### src/rtl/i3c_bus_input_conditioner.sv
// ---------------------------------------------------------------------------
// i3c_bus_input_conditioner
//
// Conditions the raw SCL/SDA pad levels for the I3C core. It synchronises
// both lines into clk_i and can optionally filter spikes. It also produces
// registered single-cycle bus events (SCL edges, START/Repeated START, STOP)
// and keeps bus-free / bus-idle status from a shared saturating timer.
//
// Optional feature macro: I3C_SPIKE_FILTER_EN
//   defined   : per-line spike filter (FilterCycles stable cycles required)
//   undefined : conditioned level is the synchronised level, no filter logic
//
// Parameters:
//   SyncStages    synchroniser flops per line (>= 2)
//   FilterCycles  stable cycles needed before a new level is accepted (>= 1)
//   BusFreeCycles SCL=SDA=1 cycles after STOP/reset before bus_free_o
//   BusIdleCycles SCL=SDA=1 cycles after STOP/reset before bus_idle_o
//                 (>= BusFreeCycles)
//
// Ports:
//   clk_i        clock
//   rst_i        synchronous active-high reset
//   scl_i/sda_i  raw pad levels
//   scl_o/sda_o  conditioned levels (reset to 1)
//   scl_rise_o   one-cycle pulse with the conditioned SCL rising edge
//   scl_fall_o   one-cycle pulse with the conditioned SCL falling edge
//   start_det_o  one-cycle pulse on START / Repeated START
//   stop_det_o   one-cycle pulse on STOP
//   bus_free_o   bus-free condition
//   bus_idle_o   bus-idle condition
// ---------------------------------------------------------------------------
module i3c_bus_input_conditioner #(
    parameter int unsigned SyncStages    = 2,
    parameter int unsigned FilterCycles  = 3,
    parameter int unsigned BusFreeCycles = 8,
    parameter int unsigned BusIdleCycles = 20
) (
    input  logic clk_i,
    input  logic rst_i,
    input  logic scl_i,
    input  logic sda_i,
    output logic scl_o,
    output logic sda_o,
    output logic scl_rise_o,
    output logic scl_fall_o,
    output logic start_det_o,
    output logic stop_det_o,
    output logic bus_free_o,
    output logic bus_idle_o
);

    if (SyncStages < 2 || FilterCycles < 1 || BusIdleCycles < BusFreeCycles) begin : g_param_check
        $error("i3c_bus_input_conditioner: illegal parameter combination");
    end

    localparam int unsigned CW = $clog2(BusIdleCycles + 1);
    localparam logic [CW-1:0] FREE_TH = CW'(BusFreeCycles);
    localparam logic [CW-1:0] IDLE_TH = CW'(BusIdleCycles);

    // ------------------------------------------------------------------
    // Synchroniser: lines idle high on pull-ups, so every stage resets to 1
    // ------------------------------------------------------------------
    logic [SyncStages-1:0] scl_sync;
    logic [SyncStages-1:0] sda_sync;
    logic                  scl_s;
    logic                  sda_s;

    always_ff @(posedge clk_i) begin
        if (rst_i) begin
            scl_sync <= '1;
            sda_sync <= '1;
        end else begin
            scl_sync <= {scl_sync[SyncStages-2:0], scl_i};
            sda_sync <= {sda_sync[SyncStages-2:0], sda_i};
        end
    end

    assign scl_s = scl_sync[SyncStages-1];
    assign sda_s = sda_sync[SyncStages-1];

    // ------------------------------------------------------------------
    // Conditioned level f and its next-edge value. Edge/event detection
    // compares the next value against the current one, so every pulse is
    // registered on the same edge that updates scl_o/sda_o.
    // ------------------------------------------------------------------
    logic scl_f;
    logic sda_f;
    logic scl_next;
    logic sda_next;

`ifdef I3C_SPIKE_FILTER_EN
    localparam int unsigned FW = $clog2(FilterCycles + 1);
    // The counter "would reach" FilterCycles when it currently holds FilterCycles-1
    localparam logic [FW-1:0] FILT_LAST = FW'(FilterCycles - 1);

    logic [FW-1:0] scl_cnt;
    logic [FW-1:0] sda_cnt;
    logic          scl_flt;
    logic          sda_flt;

    always_comb begin
        scl_next = scl_flt;
        sda_next = sda_flt;
        if (scl_s != scl_flt && scl_cnt == FILT_LAST) begin
            scl_next = scl_s;
        end
        if (sda_s != sda_flt && sda_cnt == FILT_LAST) begin
            sda_next = sda_s;
        end
    end

    always_ff @(posedge clk_i) begin
        if (rst_i) begin
            scl_flt <= 1'b1;
            sda_flt <= 1'b1;
            scl_cnt <= '0;
            sda_cnt <= '0;
        end else begin
            scl_flt <= scl_next;
            sda_flt <= sda_next;
            if (scl_s == scl_flt || scl_cnt == FILT_LAST) begin
                scl_cnt <= '0;
            end else begin
                scl_cnt <= scl_cnt + 1'b1;
            end
            if (sda_s == sda_flt || sda_cnt == FILT_LAST) begin
                sda_cnt <= '0;
            end else begin
                sda_cnt <= sda_cnt + 1'b1;
            end
        end
    end

    assign scl_f = scl_flt;
    assign sda_f = sda_flt;
`else
    // Without the filter the last synchroniser stage is the conditioned
    // level, and the stage feeding it is therefore its next value.
    assign scl_f    = scl_s;
    assign sda_f    = sda_s;
    assign scl_next = scl_sync[SyncStages-2];
    assign sda_next = sda_sync[SyncStages-2];
`endif

    // ------------------------------------------------------------------
    // Bus events
    // ------------------------------------------------------------------
    logic scl_rise_n;
    logic scl_fall_n;
    logic sda_rise_n;
    logic sda_fall_n;
    logic scl_high_steady;
    logic start_n;
    logic stop_n;

    always_comb begin
        scl_rise_n      = scl_next & ~scl_f;
        scl_fall_n      = ~scl_next & scl_f;
        sda_rise_n      = sda_next & ~sda_f;
        sda_fall_n      = ~sda_next & sda_f;
        // START/STOP only when SCL is high and not changing in the same cycle
        scl_high_steady = scl_f & scl_next;
        start_n         = scl_high_steady & sda_fall_n;
        stop_n          = scl_high_steady & sda_rise_n;
    end

    // ------------------------------------------------------------------
    // Free/idle timer
    // ------------------------------------------------------------------
    logic [CW-1:0] cnt;
    logic [CW-1:0] cnt_n;
    logic          armed;
    logic          armed_n;
    logic          free_n;
    logic          idle_n;

    always_comb begin
        cnt_n   = cnt;
        armed_n = armed;
        if (start_n || scl_fall_n || sda_fall_n) begin
            armed_n = 1'b0;
            cnt_n   = '0;
        end else if (stop_n) begin
            armed_n = 1'b1;
            cnt_n   = '0;
        end else if (armed && scl_next && sda_next && cnt != IDLE_TH) begin
            cnt_n = cnt + 1'b1;
        end
        free_n = armed_n && (cnt_n >= FREE_TH);
        idle_n = armed_n && (cnt_n >= IDLE_TH);
    end

    always_ff @(posedge clk_i) begin
        if (rst_i) begin
            cnt         <= '0;
            armed       <= 1'b1;
            scl_rise_o  <= 1'b0;
            scl_fall_o  <= 1'b0;
            start_det_o <= 1'b0;
            stop_det_o  <= 1'b0;
            bus_free_o  <= 1'b0;
            bus_idle_o  <= 1'b0;
        end else begin
            cnt         <= cnt_n;
            armed       <= armed_n;
            scl_rise_o  <= scl_rise_n;
            scl_fall_o  <= scl_fall_n;
            start_det_o <= start_n;
            stop_det_o  <= stop_n;
            bus_free_o  <= free_n;
            bus_idle_o  <= idle_n;
        end
    end

    assign scl_o = scl_f;
    assign sda_o = sda_f;

endmodule
### config.mk
export PLATFORM = sky130hd
export DESIGN_NAME = i3c_bus_input_conditioner
export DESIGN_NICKNAME = d
export VERILOG_FILES = /design/src/rtl/i3c_bus_input_conditioner.sv
export SDC_FILE = /design/constraint.sdc
export NUM_CORES = 1
export LEC_CHECK = 0
export BUFFER_PORTS_ARGS = -buffer_cell sky130_fd_sc_hd__buf_2
export CELL_PAD_IN_SITES_DETAIL_PLACEMENT = 0
export CELL_PAD_IN_SITES_GLOBAL_PLACEMENT = 1
export CORE_MARGIN = 5
export CORE_UTILIZATION = 38
export CTS_CLUSTER_DIAMETER = 150
export CTS_CLUSTER_SIZE = 30
export DETAILED_ROUTE_END_ITERATION = 10
export GPL_TIMING_DRIVEN = 0
export PLACE_DENSITY_LB_ADDON = 0.05
export SLEW_MARGIN = 25
export SYNTH_ARGS = -nofsm -noshare
export SYNTH_HDL_FRONTEND = slang
export SYNTH_SLANG_ARGS = --single-unit
### constraint.sdc
create_clock -name clk_i -period 1.8 [get_ports clk_i]
set_input_delay 0.09 -clock clk_i [delete_from_list [all_inputs] [get_ports clk_i]]
set_output_delay 0.09 -clock clk_i [all_outputs]
set_load 0.02 [all_outputs]
==> impl_metrics.csv <==
group,metric,value,unit
cts,clk_latency,290,ps
placement,dp.final_hpwl,782,µm
critical_path,cp_cell_sequence,"inv_1 > ha_1 > nand4b_1 > nand3_1 > xor2_1 > a2111oi_2",
critical_path,cp-start-kind,"flop",
timing,period_share,85.6,%
cts,clock_sinks,16,
routing,routed-via-count,448,
final_layout,fill_cells,156,
timing,worst_pin_slew,306,ps
routing,ant_nets,0,
routing,first_iter_violations,4,
logic_synthesis,synthTopCellsByCount,"16 x dfxtp_1, 7 x nor2_1, 5 x inv_1, 4 x or2_1, 3 x a21oi_1",
critical_path,cp.required,1990,ps
critical_path,critPathArrivalTime,1730,ps
critical_path,regToRegStartpoint,"cnt[0]",
cts,clock_path_buffers,2,
worst_hold_path,hp-class,"input pin to flop",
logic_synthesis,synth_top_area_share,52.7,%
timing,hold_ws,64.7,ps
power,powerDensity,899,nW/µm²
placement,gp_congestion,0.708,
cts,clk_pin_slew,90,ps
floorplan,rows,14,
logic_synthesis,synth_flop_cell,"dfxtp_1",
grt,track_usage,9.01,%
floorplan,die_y,50,µm
timing,slew_viol_final,0,
final_layout,final_cell_area,739,µm²
routing,avgRoutedWirePerCell,11.1,µm
critical_path,critPathTopFamily,"flip-flops",
logic_synthesis,syn_avg_cell_area,10.3,µm²
cts,cts_inserted_buffers,3,
critical_path,worstPathMaxFanout,4,
logic_synthesis,async_flop_share,0,%
cts,clockRootBuffer,"clkbuf_4",
critical_path,cpPeakStageDelay,410,ps
placement,portBuffers,11,
logic_synthesis,ys_ff_latch,16,
run_status,status,"completed",
routing,drc,0,
final_layout,area_delta_synth_final,21.6,%
placement,place_area,683,µm²
timing,relSlewSlack,79.0,%
logic_synthesis,synth_edf_count,0,
worst_hold_path,hp-start,"rst_i",
timing,fin_skew,4.89,ps
worst_hold_path,hold_depth,2,
routing,wirelength,1020,µm
timing,fin_ws,259,ps
grt,grt_max_degree,10,
grt,antenna_found_initial,0,
logic_synthesis,synth_cells,59,
logic_synthesis,synth_most_common_cell,"dfxtp_1",
logic_synthesis,synth_largest_area_cell,"dfxtp_1",
cts,htree_levels,1,
critical_path,r2r_cells,6,
timing,finalHoldViolations,0,
worst_hold_path,holdPathEnd,"sda_sync[1]",
logic_synthesis,synth.net_count,65,
logic_synthesis,netlist_area,608,µm²
floorplan,die-area,2500,µm²
critical_path,cp_slowest_cell,"dfxtp_1",
floorplan,die_w,50,µm
critical_path,cp-end-kind,"flop",
timing,setup_viol,0,
power,leakagePower,0.346,nW
logic_synthesis,yosys_warnings,0,
critical_path,timing.rr.end,"bus_idle_o",
routing,viasPerCell,4.87,
timing,rsz0062_at_grt,"false",
timing,max_freq,0.649,GHz
flow_run,cap_violations,0,
timing,period_needed,1540,ps
final_layout,diodes,0,
routing,drt_pre_antenna_iters,4,
floorplan,fp.coreArea,1510,µm²
critical_path,rrSetupSlack,260,ps
floorplan,ios,12,
logic_synthesis,seq_area_frac_synth,52.7,%
logic_synthesis,ys_types,26,
placement,dp_worst_setup_slack,280,ps
final_layout,nNetsFinal,83,
cts,cts_setup_buffers,0,
grt,grt.overflow.total,0,
critical_path,critPathKind,"flop to flop",
timing,fin_tns_setup,0,ps
critical_path,worst-path-buf-inv,1,
final_layout,post_route_cells_drive_above_1_share,25.0,%
power,total_power,665,µW
power,ir_drop,0.589,mV
floorplan,start_util,40.4,%
grt,grt_pass1_wl,1720,µm
cts,cts_tree,"yes",
grt,grt_pass1_vias,418,
logic_synthesis,synth_area_leaders,"dfxtp_1 53%, nor2_1 4.3%, ha_1 4.1%, or2_1 4.1%, inv_1 3.1%",
-- what timing repair did --
item	CTS	global route
gates resized for setup	0	0
hold endpoints to repair	2	0
hold buffers	2	0
-- flip-flops by register name, summed over array words and instances, names as in the netlist --
signal and count:
scl_sync 2, scl_fall_o 1, cnt 5, bus_idle_o 1, bus_free_o 1, stop_det_o 1
sda_sync 2, start_det_o 1, armed 1, scl_rise_o 1
-- cell usage in the layout (no fill, tap or decap), drive strengths merged --
master       instances
and2                 2
o21a                 1
o21bai               1
nand4                2
nor2                 7
nor2b                1
a2111oi              1
and3                 3
o21ai                1
dlygate4sd3          2
nand3                1
a211o                1
clkbuf               4
o22ai                1
a211oi               1
and2b                1
a21oi                3
or2                  4
dfxtp               16
buf                 11
ha                   2
xnor2                1
inv                  5
xor2                 2
mux2i                1
nand4b               1
-- logic make-up after synthesis --
| logic type | share of synthesized area, % |
|---|---|
| xor gates and xnor gates | 4.32 |
| and+or+nand+nor | 22.2 |
| DFF | 52.7 |
| adders and majority gates | 4.11 |
| buffers and inverters | 3.09 |
| muxes | 1.65 |
| AOI/OAI and AO/OA | 11.9 |
-- worst register-to-register path, stage by stage, from the launching register on --
cell	delay, ps
dfxtp_1	410
inv_1	70
ha_1	210
nand4b_1	130
nand3_1	100
xor2_1	170
a2111oi_2	350
-- metrics by stage --
stage	cells	util (%)
floorplan	59	-
global placement	86	45.3
detailed placement	86	45.3
CTS	92	49.1
global route	92	49.1
finish	92	49.1
-- power breakdown --
group	leakage, nW	switching, mW	internal, mW
combinational	0.194	0.0319	0.0281
sequential	0.131	0.00951	0.365
clock	0.0210	0.107	0.123
-- final cells by class --
| type | count | area, µm² | share of cell area, % |
|---|---|---|---|
| Multi-Input combinational cell | 38 | 269 | 36.4 |
| Clock buffer | 4 | 36.3 | 4.91 |
| Sequential cell | 16 | 320 | 43.3 |
| Timing Repair Buffer | 13 | 75.1 | 10.2 |
| Tap cell | 16 | 20.0 | 2.71 |
| Inverter | 5 | 18.8 | 2.54 |
-- worst max path at each step --
stage,slack (ps),depth (start not counted),end,start
2_1_floorplan,400,6,bus_idle_o,cnt[0]
3_3_place_gp,270,6,bus_idle_o,cnt[0]
3_5_place_dp,280,6,bus_idle_o,cnt[0]
4_1_cts,240,6,bus_idle_o,cnt[0]
5_1_grt,160,6,bus_idle_o,cnt[0]
6_report,260,6,bus_idle_o,cnt[0]
-- layer usage --
| layer | global-route usage [%] | vias up | routed length, µm |
|---|---|---|---|
| met5 | 0 | - | 0 |
| met1 | 9.62 | 202 | 454 |
| met2 | 15.3 | 9 | 501 |
| met4 | 6.55 | 0 | 27 |
| li1 | - | 234 | - |
| met3 | 1.81 | 3 | 38 |
Power figures use the tool's default switching activity.
